===== src/rtl/ysyx_22050058_lsu_pkg.sv =====
// Shared encodings for the ysyx_22050058 memory stage: ALU op codes, LSU FSM states,
// access sizes, and a decoder that classifies an ALU op as a memory access.
package ysyx_22050058_lsu_pkg;

    localparam int ALUOP_W = 8;

    localparam logic [ALUOP_W-1:0] EXE_NOP = 8'h00;
    localparam logic [ALUOP_W-1:0] EXE_ADD = 8'h01;
    localparam logic [ALUOP_W-1:0] EXE_SUB = 8'h02;
    localparam logic [ALUOP_W-1:0] EXE_AND = 8'h03;
    localparam logic [ALUOP_W-1:0] EXE_OR  = 8'h04;
    localparam logic [ALUOP_W-1:0] EXE_XOR = 8'h05;
    localparam logic [ALUOP_W-1:0] EXE_SLL = 8'h06;
    localparam logic [ALUOP_W-1:0] EXE_LB  = 8'h20;
    localparam logic [ALUOP_W-1:0] EXE_LH  = 8'h21;
    localparam logic [ALUOP_W-1:0] EXE_LW  = 8'h22;
    localparam logic [ALUOP_W-1:0] EXE_LD  = 8'h23;
    localparam logic [ALUOP_W-1:0] EXE_LBU = 8'h24;
    localparam logic [ALUOP_W-1:0] EXE_LHU = 8'h25;
    localparam logic [ALUOP_W-1:0] EXE_LWU = 8'h26;
    localparam logic [ALUOP_W-1:0] EXE_SB  = 8'h28;
    localparam logic [ALUOP_W-1:0] EXE_SH  = 8'h29;
    localparam logic [ALUOP_W-1:0] EXE_SW  = 8'h2A;
    localparam logic [ALUOP_W-1:0] EXE_SD  = 8'h2B;

    typedef enum logic [1:0] {
        LSU_IDLE     = 2'd0,
        LSU_WAIT_GNT = 2'd1,
        LSU_WAIT_RSP = 2'd2,
        LSU_DONE     = 2'd3
    } lsu_state_e;

    // Encoded as log2 of the access width in bytes.
    typedef enum logic [1:0] {
        SIZE_B = 2'd0,
        SIZE_H = 2'd1,
        SIZE_W = 2'd2,
        SIZE_D = 2'd3
    } acc_size_e;

    typedef struct packed {
        logic      is_mem;
        logic      is_load;
        logic      is_unsigned;
        acc_size_e size;
    } mem_op_t;

    function automatic mem_op_t decode_mem_op(input logic [ALUOP_W-1:0] op);
        mem_op_t d;
        d = '{is_mem: 1'b0, is_load: 1'b0, is_unsigned: 1'b0, size: SIZE_B};
        case (op)
            EXE_LB:  d = '{is_mem: 1'b1, is_load: 1'b1, is_unsigned: 1'b0, size: SIZE_B};
            EXE_LH:  d = '{is_mem: 1'b1, is_load: 1'b1, is_unsigned: 1'b0, size: SIZE_H};
            EXE_LW:  d = '{is_mem: 1'b1, is_load: 1'b1, is_unsigned: 1'b0, size: SIZE_W};
            EXE_LD:  d = '{is_mem: 1'b1, is_load: 1'b1, is_unsigned: 1'b0, size: SIZE_D};
            EXE_LBU: d = '{is_mem: 1'b1, is_load: 1'b1, is_unsigned: 1'b1, size: SIZE_B};
            EXE_LHU: d = '{is_mem: 1'b1, is_load: 1'b1, is_unsigned: 1'b1, size: SIZE_H};
            EXE_LWU: d = '{is_mem: 1'b1, is_load: 1'b1, is_unsigned: 1'b1, size: SIZE_W};
            EXE_SB:  d = '{is_mem: 1'b1, is_load: 1'b0, is_unsigned: 1'b0, size: SIZE_B};
            EXE_SH:  d = '{is_mem: 1'b1, is_load: 1'b0, is_unsigned: 1'b0, size: SIZE_H};
            EXE_SW:  d = '{is_mem: 1'b1, is_load: 1'b0, is_unsigned: 1'b0, size: SIZE_W};
            EXE_SD:  d = '{is_mem: 1'b1, is_load: 1'b0, is_unsigned: 1'b0, size: SIZE_D};
            default: d = '{is_mem: 1'b0, is_load: 1'b0, is_unsigned: 1'b0, size: SIZE_B};
        endcase
        return d;
    endfunction

endpackage


===== src/rtl/ysyx_22050058_lsu_align.sv =====
// Combinational lane logic for the LSU: misalignment check, store strobe/data
// shift into the doubleword, and load field extraction with sign/zero extension.
module ysyx_22050058_lsu_align
    import ysyx_22050058_lsu_pkg::*;
#(
    parameter int DATA_W = 64
) (
    input  logic [ALUOP_W-1:0] aluop,
    input  logic [2:0]         off,
    input  logic [DATA_W-1:0]  store_data,
    input  logic [DATA_W-1:0]  rdata,
    output logic               misalign,
    output logic [7:0]         wmask,
    output logic [DATA_W-1:0]  wdata,
    output logic [DATA_W-1:0]  load_data
);

    mem_op_t           op;
    logic [5:0]        shamt;
    logic [3:0]        lane_end;
    logic [DATA_W-1:0] field;

    assign op       = decode_mem_op(aluop);
    assign shamt    = {off, 3'b000};
    assign lane_end = {1'b0, off} + (4'd1 << op.size);

    // A byte lane is strobed when it falls inside [off, off + access bytes).
    genvar gi;
    generate
        for (gi = 0; gi < 8; gi++) begin : g_lane
            assign wmask[gi] = (4'(gi) >= {1'b0, off}) && (4'(gi) < lane_end);
        end
    endgenerate

    assign wdata = store_data << shamt;
    assign field = rdata >> shamt;

    always_comb begin
        misalign = 1'b0;
        case (op.size)
            SIZE_H:  misalign = off[0];
            SIZE_W:  misalign = |off[1:0];
            SIZE_D:  misalign = |off;
            default: misalign = 1'b0;
        endcase
        misalign = misalign & op.is_mem;
    end

    always_comb begin
        load_data = field;
        case (op.size)
            SIZE_B: load_data = op.is_unsigned ? {{(DATA_W-8){1'b0}}, field[7:0]}
                                               : {{(DATA_W-8){field[7]}}, field[7:0]};
            SIZE_H: load_data = op.is_unsigned ? {{(DATA_W-16){1'b0}}, field[15:0]}
                                               : {{(DATA_W-16){field[15]}}, field[15:0]};
            SIZE_W: load_data = op.is_unsigned ? {{(DATA_W-32){1'b0}}, field[31:0]}
                                               : {{(DATA_W-32){field[31]}}, field[31:0]};
            default: load_data = field;
        endcase
    end

endmodule


===== src/rtl/ysyx_22050058_lsu.sv =====
// Memory-access stage: issues aligned loads/stores over a req/gnt/rvalid handshake,
// stalls the pipeline until the access completes, and passes other ops straight to WB.
module ysyx_22050058_lsu
    import ysyx_22050058_lsu_pkg::*;
#(
    parameter int DATA_W = 64,
    parameter int ADDR_W = 64,
    parameter int REGA_W = 5
) (
    input  logic               clk,
    input  logic               rst,
    input  logic [ADDR_W-1:0]  mem_pc_i,
    input  logic               mem_instvalid_i,
    input  logic [ALUOP_W-1:0] mem_aluop_i,
    input  logic [DATA_W-1:0]  mem_wdata_i,
    input  logic [ADDR_W-1:0]  mem_addr_i,
    input  logic [REGA_W-1:0]  mem_reg_waddr_i,
    input  logic               mem_we_i,
    input  logic [5:0]         stall,
    output logic               mem_stall_memreq_o,
    output logic               mem_misalign_o,
    output logic               dmem_req_o,
    output logic               dmem_we_o,
    output logic [ADDR_W-1:0]  dmem_addr_o,
    output logic [DATA_W-1:0]  dmem_wdata_o,
    output logic [7:0]         dmem_wmask_o,
    input  logic               dmem_gnt_i,
    input  logic               dmem_rvalid_i,
    input  logic [DATA_W-1:0]  dmem_rdata_i,
    output logic [ADDR_W-1:0]  mem_pc_o,
    output logic               mem_instvalid_o,
    output logic [REGA_W-1:0]  mem_reg_waddr_o,
    output logic               mem_we_o,
    output logic [DATA_W-1:0]  mem_wdata_o
);

    lsu_state_e        state_reg, state_next;
    logic [DATA_W-1:0] result_reg, result_next;
    logic [ADDR_W-1:0] pc_reg;
    logic              instvalid_reg;
    logic [REGA_W-1:0] waddr_reg;
    logic              we_reg;
    logic              is_load_reg;
    logic              capture;

    mem_op_t           op;
    logic [ADDR_W-1:0] eff_addr;
    logic              misalign;
    logic [DATA_W-1:0] load_data;
    logic              stall_unused;

    assign stall_unused = ^{stall[5], stall[3:0]};

    // Loads carry their effective address on the wdata path; stores use mem_addr_i.
    assign op       = decode_mem_op(mem_aluop_i);
    assign eff_addr = op.is_load ? ADDR_W'(mem_wdata_i) : mem_addr_i;

    ysyx_22050058_lsu_align #(
        .DATA_W(DATA_W)
    ) u_align (
        .aluop      (mem_aluop_i),
        .off        (eff_addr[2:0]),
        .store_data (mem_wdata_i),
        .rdata      (dmem_rdata_i),
        .misalign   (misalign),
        .wmask      (dmem_wmask_o),
        .wdata      (dmem_wdata_o),
        .load_data  (load_data)
    );

    assign dmem_addr_o = {eff_addr[ADDR_W-1:3], 3'b000};
    assign dmem_we_o   = op.is_mem & ~op.is_load;

    always_ff @(posedge clk) begin
        if (rst) begin
            state_reg     <= LSU_IDLE;
            result_reg    <= '0;
            pc_reg        <= '0;
            instvalid_reg <= 1'b0;
            waddr_reg     <= '0;
            we_reg        <= 1'b0;
            is_load_reg   <= 1'b0;
        end else begin
            state_reg  <= state_next;
            result_reg <= result_next;
            if (capture) begin
                pc_reg        <= mem_pc_i;
                instvalid_reg <= mem_instvalid_i;
                waddr_reg     <= mem_reg_waddr_i;
                we_reg        <= mem_we_i;
                is_load_reg   <= op.is_load;
            end
        end
    end

    always_comb begin
        state_next         = state_reg;
        result_next        = result_reg;
        capture            = 1'b0;
        dmem_req_o         = 1'b0;
        mem_stall_memreq_o = 1'b0;
        mem_misalign_o     = 1'b0;
        mem_pc_o           = mem_pc_i;
        mem_instvalid_o    = mem_instvalid_i;
        mem_reg_waddr_o    = mem_reg_waddr_i;
        mem_we_o           = mem_we_i;
        mem_wdata_o        = mem_wdata_i;

        case (state_reg)
            LSU_IDLE: begin
                if (op.is_mem) begin
                    mem_we_o        = 1'b0;
                    mem_wdata_o     = '0;
                    mem_reg_waddr_o = op.is_load ? mem_reg_waddr_i : '0;
                    if (misalign) begin
                        mem_misalign_o = 1'b1;
                    end else begin
                        dmem_req_o         = 1'b1;
                        mem_stall_memreq_o = 1'b1;
                        capture            = 1'b1;
                        if (dmem_gnt_i) begin
                            state_next = op.is_load ? LSU_WAIT_RSP : LSU_DONE;
                        end else begin
                            state_next = LSU_WAIT_GNT;
                        end
                    end
                end
            end
            LSU_WAIT_GNT: begin
                // Address/data/strobes stay stable because upstream is frozen by our stall.
                mem_we_o           = 1'b0;
                mem_wdata_o        = '0;
                mem_reg_waddr_o    = is_load_reg ? waddr_reg : '0;
                dmem_req_o         = 1'b1;
                mem_stall_memreq_o = 1'b1;
                if (dmem_gnt_i) begin
                    state_next = is_load_reg ? LSU_WAIT_RSP : LSU_DONE;
                end
            end
            LSU_WAIT_RSP: begin
                mem_we_o           = 1'b0;
                mem_wdata_o        = '0;
                mem_reg_waddr_o    = waddr_reg;
                mem_stall_memreq_o = 1'b1;
                if (dmem_rvalid_i) begin
                    result_next = load_data;
                    state_next  = LSU_DONE;
                end
            end
            LSU_DONE: begin
                mem_pc_o        = pc_reg;
                mem_instvalid_o = instvalid_reg;
                mem_reg_waddr_o = is_load_reg ? waddr_reg : '0;
                mem_we_o        = is_load_reg & we_reg;
                mem_wdata_o     = is_load_reg ? result_reg : '0;
                if (!stall[4]) begin
                    state_next = LSU_IDLE;
                end
            end
            default: state_next = LSU_IDLE;
        endcase
    end

endmodule


===== config.mk =====
export PLATFORM = sky130hd
export DESIGN_NAME = ysyx_22050058_lsu
export DESIGN_NICKNAME = d
export VERILOG_FILES = /design/src/rtl/ysyx_22050058_lsu_pkg.sv /design/src/rtl/ysyx_22050058_lsu_align.sv /design/src/rtl/ysyx_22050058_lsu.sv
export SDC_FILE = /design/constraint.sdc
export NUM_CORES = 1
export LEC_CHECK = 0
export CAP_MARGIN = 25
export CORE_AREA = 2 2 218 220
export DETAILED_ROUTE_END_ITERATION = 16
export DIE_AREA = 0 0 220 222
export GPL_ROUTABILITY_DRIVEN = 1
export MAX_ROUTING_LAYER = met4
export PLACE_DENSITY = 0.53
export SYNTH_ARGS = -nofsm -noshare
export SYNTH_HDL_FRONTEND = slang
export SYNTH_SLANG_ARGS = --single-unit

===== constraint.sdc =====
create_clock -name clk -period 7.3 [get_ports clk]
set_clock_uncertainty 0.15 [all_clocks]
set_input_delay 1.46 -clock clk [delete_from_list [all_inputs] [get_ports clk]]
set_output_delay 1.46 -clock clk [all_outputs]
set_load 0.05 [all_outputs]

==> results.ini, run 1 <==
[status]
status = finished clean

[cells_and_area]
layout-drive-gt1-share_pct = 14.0
final_nets = 2330
design_area_sq_um = 18600
final_cell_mix = 475 x clkdlybuf4s50_1, 474 x nand2_1, 138 x dfxtp_1
finalNonFillerCells = 2671
area_growth_pct = 64.0
num-fill-cells = 4773
fin_util_pct = 40.2
final_common_cell = clkdlybuf4s50_1

[placed_design]
place_congestion = 0.963
numPortBuffers = 547
dp_slack_ps = 517
placed_cell_area_sq_um = 18000
dp_cells = 2628
dp_hpwl_microns = 51600

[setup_path]
end_kind = output port
crit_required_ps = 5690
crit_type = in -> out
worstPathMaxFanout = 10
r2r_cells = 7
critPathLaunchType = input pin
cp.arrival_ps = 5200

[pwr]
p_total_mw = 4.72
p_per_area_nw_per_um2 = 254
p_leak_nw = 7.01
max-vdd-ir-drop_v = 0.000175

[global_route]
antenna_found_initial = 10
grt_remaining_overflow = 0
grt_pass1_vias = 13854
track_usage_pct = 27.2
grt_max_degree = 87
grt_first_pass_wirelength_microns = 95400

[worst_hold_path]
whs_path_depth = 2
hold_class = reg -> reg

[sta]
max_clock_freq_ghz = 0.147
timing_hold_violations_final = 0
hold_slack_ps = 304
worst_pin_slew_ps = 994
layout_setup_ws_ps = 488
period_share_pct = 93.3
rsz0062_at_grt = false
tns_ps = 0
setup_viol = 0
maxSlewViolCount = 0
fin_crit_ps = 6810
relSlewSlack_pct = 33.7

[yosys]
asyncSetResetFlopFracSynth_pct = 0
netlist_instances = 1584
synth_area_leaders = dfxtp_1 24%, nand2_1 16%, mux2i_1 8.7%, mux2_2 7.3%, a21oi_1 5.9%
netlist_area_sq_um = 11300
yosys.area.top_type = dfxtp_1
syn_avg_cell_area_sq_um = 7.16
synth_edf_count = 0
ys_seq_area_share_pct = 24.4
ys_seq_elements = 138
yosysTopAreaCellShare_pct = 24.4
ys.flop_type = dfxtp_1
ys_warn_count = 0
synth_cell_type_count = 64

[floorplan]
die_w_microns = 220
rows = 79
start_util_pct = 24.5
dieArea_sq_um = 48800
core_sq_um = 46300
die_h_microns = 222
num_io_pins = 556

[route]
drt_first_pass_iters = 6
post-route-drc-count = 0
dr_total_vias = 13881
antenna_left = 0
wl_per_cell_microns = 25.0
vias_per_cell = 5.20
routed_wl_microns = 66900
drt_iter0_drc = 1147

[clock_network]
cts_resized = 0
worstSkewPairLatency_ps = 440
tritoncts = done
clk_pin_slew_worst_paths_ps = 70
clockBufferDepth = 2
post_cts_buffers = 0
cts_sinks = 138
numCtsBuffers = 17
htreeDepth = 4
cts-root-buf = clkbuf_16
postCtsHoldBufs = 0

[job]
maxCapViolCount = 0

-- cells by family after synthesis --
kind of cell,share of synthesized area [%]
flip-flops,24.4
XOR/XNOR,0.155
other,0.0331
buffers and inverters,6.60
AND/OR/NAND/NOR,24.2
multiplexers,15.9
adder cells (fa/ha/maj),0.949
AO/OA/AOI/OAI,27.8
-- routing by layer --
metal | track usage [%] | wire (microns) | vias to the layer above
li1 | - | - | 6548
met1 | 30.3 | 25900 | 6649
met2 | 46.8 | 33500 | 597
met3 | 6.43 | 5140 | 87
met4 | 10.3 | 2330 | 0
met5 | - | 0 | -
-- cell type report --
class,instances,area [sq um],area share (%)
tap,607,759,4.09
sequential,138,2760,14.9
multi-input combinational,1276,7920,42.6
clock buffer,18,439,2.36
antenna,10,25.0,0.135
inverter,20,76.3,0.411
timing repair buffer,588,6450,34.7
clock inverter,14,153,0.821
-- worst paths after layout --
check | from | end | slack, ps
max | mem_aluop_i[4] | dmem_wmask_o[2] | 490
min | pc_reg[10] | pc_reg[10] | 300
max reg2reg | state_reg[0] | result_reg[19] | 4190
min reg2reg | pc_reg[10] | pc_reg[10] | 300
-- synthesized netlist by cell type, types with 6 or more instances --
cell type  instances
a211oi_1          24
a211oi_2          12
a21o_1            10
a21oi_1          133
a221oi_1           9
a22o_1            70
a311oi_2          29
a31oi_1           10
a32oi_1           10
and2_1            12
and3_1             6
buf_1             17
buf_2             37
buf_4              7
clkbuf_1          87
dfxtp_1          138
ha_1               7
inv_1             15
mux2_2            73
mux2i_1           98
nand2_1          474
nand3_1           48
nor2_1           110
nor3_1            15
o21ai_0           42
o221ai_1          13
o22a_1            11
-- worst max-delay path, cell delays in order --
cell and delay, ps:
clkdlybuf4s50_1 430, or4b_1 820, a21oi_1 300, o21a_1 190, clkinv_1 120, ha_1 230, fa_1 380, xor2_1 480
nor2_1 160, a221oi_2 440, buf_12 190
-- power by group --
part | internal (mW) | total [mW] | switching, mW | leakage (nW)
logic | 1.08 | 2.91 | 1.83 | 5.60
registers | 0.833 | 0.911 | 0.0778 | 1.12
clock network | 0.493 | 0.901 | 0.408 | 0.289
total | 2.41 | 4.72 | 2.31 | 7.01
Power figures use the tool's default switching activity.
==> run 2: changes to the inputs <==
- CAP_MARGIN: 25 -> 20
- SKIP_CTS_REPAIR_TIMING: not set -> 1
==> results.ini, run 2 (synthesis gave the netlist of run 1 again) <==
[floorplan]
rows = 79  ; unchanged
num_io_pins = 556  ; unchanged
dieArea_sq_um = 48800  ; unchanged
die_w_microns = 220  ; unchanged
core_sq_um = 46300  ; unchanged
die_h_microns = 222  ; unchanged
start_util_pct = 24.5  ; unchanged

[sta]
relSlewSlack_pct = 30.2  ; -3.5 points
timing_hold_violations_final = 0  ; unchanged
period_share_pct = 92.8  ; -0.56 points
rsz0062_at_grt = false
tns_ps = 0  ; unchanged
fin_crit_ps = 6770  ; -41.0 ps
maxSlewViolCount = 0  ; unchanged
setup_viol = 0  ; unchanged
layout_setup_ws_ps = 529  ; +41.0 ps
hold_slack_ps = 304  ; +0.0340 ps
worst_pin_slew_ps = 1040  ; +50.3 ps
max_clock_freq_ghz = 0.148  ; +0.61%

[placed_design]
place_congestion = 0.963  ; unchanged
dp_hpwl_microns = 51600  ; unchanged
numPortBuffers = 547  ; unchanged
dp_slack_ps = 517  ; unchanged

[global_route]
antenna_found_initial = 10  ; unchanged
grt_max_degree = 87  ; unchanged
grt_pass1_vias = 13854  ; unchanged
grt_remaining_overflow = 0  ; unchanged
track_usage_pct = 27.2  ; unchanged
grt_first_pass_wirelength_microns = 95400  ; unchanged

[setup_path]
critPathTopFamily = simple AND/OR/NAND/NOR gates
cp.arrival_ps = 5160  ; -40 ps
r2r_slack_ps = 4180  ; about the same
worstPathMaxFanout = 10  ; unchanged
critical_path_buf_inv_count = 3  ; unchanged
crit_cells = 11  ; unchanged
crit_chain = clkdlybuf4s50_1, or4b_1, a21oi_1, o21a_1, clkinv_1, ha_1, fa_1, xor2_1, nor2_1, a221oi_2, buf_12
crit_required_ps = 5690  ; about the same
end_kind = output port
endpoint = dmem_wmask_o[2]
r2r-start = state_reg[0]
crit_start = mem_aluop_i[4]
cp_slowest_cell = or4b_1
crit_type = in -> out
r2r_cells = 7  ; unchanged
r2r_end = result_reg[19]
critPathLaunchType = input pin
cpPeakStageDelay_ps = 810  ; about the same

[clock_network]
clk_pin_slew_worst_paths_ps = 70  ; about the same
tritoncts = done
cts-root-buf = clkbuf_16
htreeDepth = 4  ; unchanged
cts_sinks = 138  ; unchanged
numCtsBuffers = 17  ; unchanged
worstSkewPairLatency_ps = 440  ; about the same
clockBufferDepth = 2  ; unchanged

[route]
wl_per_cell_microns = 25.1  ; +0.11%
antenna_left = 0  ; unchanged
dr_total_vias = 13933  ; +0.37%
post-route-drc-count = 0  ; unchanged
maxUsedRoutingLayer = met4
dr_wl_met2_microns = 33400  ; -0.21%
vias_per_cell = 5.22  ; +0.41%
drt_first_pass_iters = 8  ; +2
routed_wl_microns = 66900  ; about the same
drt_iter0_drc = 1117  ; -2.6%
met3_length_microns = 5240  ; +1.8%
wl_met1_microns = 25900  ; about the same

[cells_and_area]
final_cell_mix = 475 x clkdlybuf4s50_1, 474 x nand2_1, 138 x dfxtp_1
layout-drive-gt1-share_pct = 14.0  ; -0.042 points
final_common_cell = clkdlybuf4s50_1
final_nets = 2329  ; -0.043%
area_growth_pct = 63.8

[worst_hold_path]
hold_class = reg -> reg
whs_path_depth = 2  ; unchanged

[pwr]
p_leak_nw = 7.00  ; -0.14%
p_per_area_nw_per_um2 = 253  ; -0.30%
max-vdd-ir-drop_v = 0.000123  ; -30%

[job]
maxCapViolCount = 0  ; unchanged

[status]
status = finished clean

## run 2: stage by stage
step                      instances  cell area (sq um)  utilization [%]  power, mW
after floorplan                1586              11400                -       2.65
after global routing           2670              18600             40.1       4.88
after detailed placement       2628              18000             38.8       3.82
after CTS                      2660              18500             40.1       4.74
final                          2670              18600             40.1       4.70
after global placement         2628              18000             38.8       3.81
## run 2: layout make-up
| cell class | instances | area (sq um) |
|---|---|---|
| fill | 4775 | 27700 |
| clock buffer | 18 | 439 |
| inverter | 20 | 76.3 |
| multi-input combinational | 1276 | 7920 |
| sequential | 138 | 2760 |
| timing repair buffer | 587 | 6430 |
| antenna | 10 | 25.0 |
| tap | 607 | 759 |
| clock inverter | 14 | 153 |
## run 2: worst min path at each step
stage                              from       endpoint  slack (ps)
after floorplan           instvalid_reg  instvalid_reg         280
after global routing         pc_reg[41]     pc_reg[41]         320
after CTS                        we_reg         we_reg         300
after detailed placement     pc_reg[13]     pc_reg[13]         300
after global placement       pc_reg[20]     pc_reg[20]         290
final                        pc_reg[10]     pc_reg[10]         300
## run 2: metal layers
metal  GRT usage, %  vias to the layer above
li1               -                     6536
met3           6.43                       85
met1           30.3                     6673
met2           46.8                      639
met5              -                        -
met4           10.3                        0
## run 2: tightest hold or removal path, delay by kind of cell, from the launching register on
kind	cells	cell delay, ps
DFF	1	310
and+or+nand+nor	1	50
AOI/OAI and AO/OA	1	50
## run 2: where the power goes
| part | internal (mW) | switching, mW |
|---|---|---|
| logic | 1.07 | 1.82 |
| registers | 0.834 | 0.0774 |
| clock network | 0.493 | 0.406 |
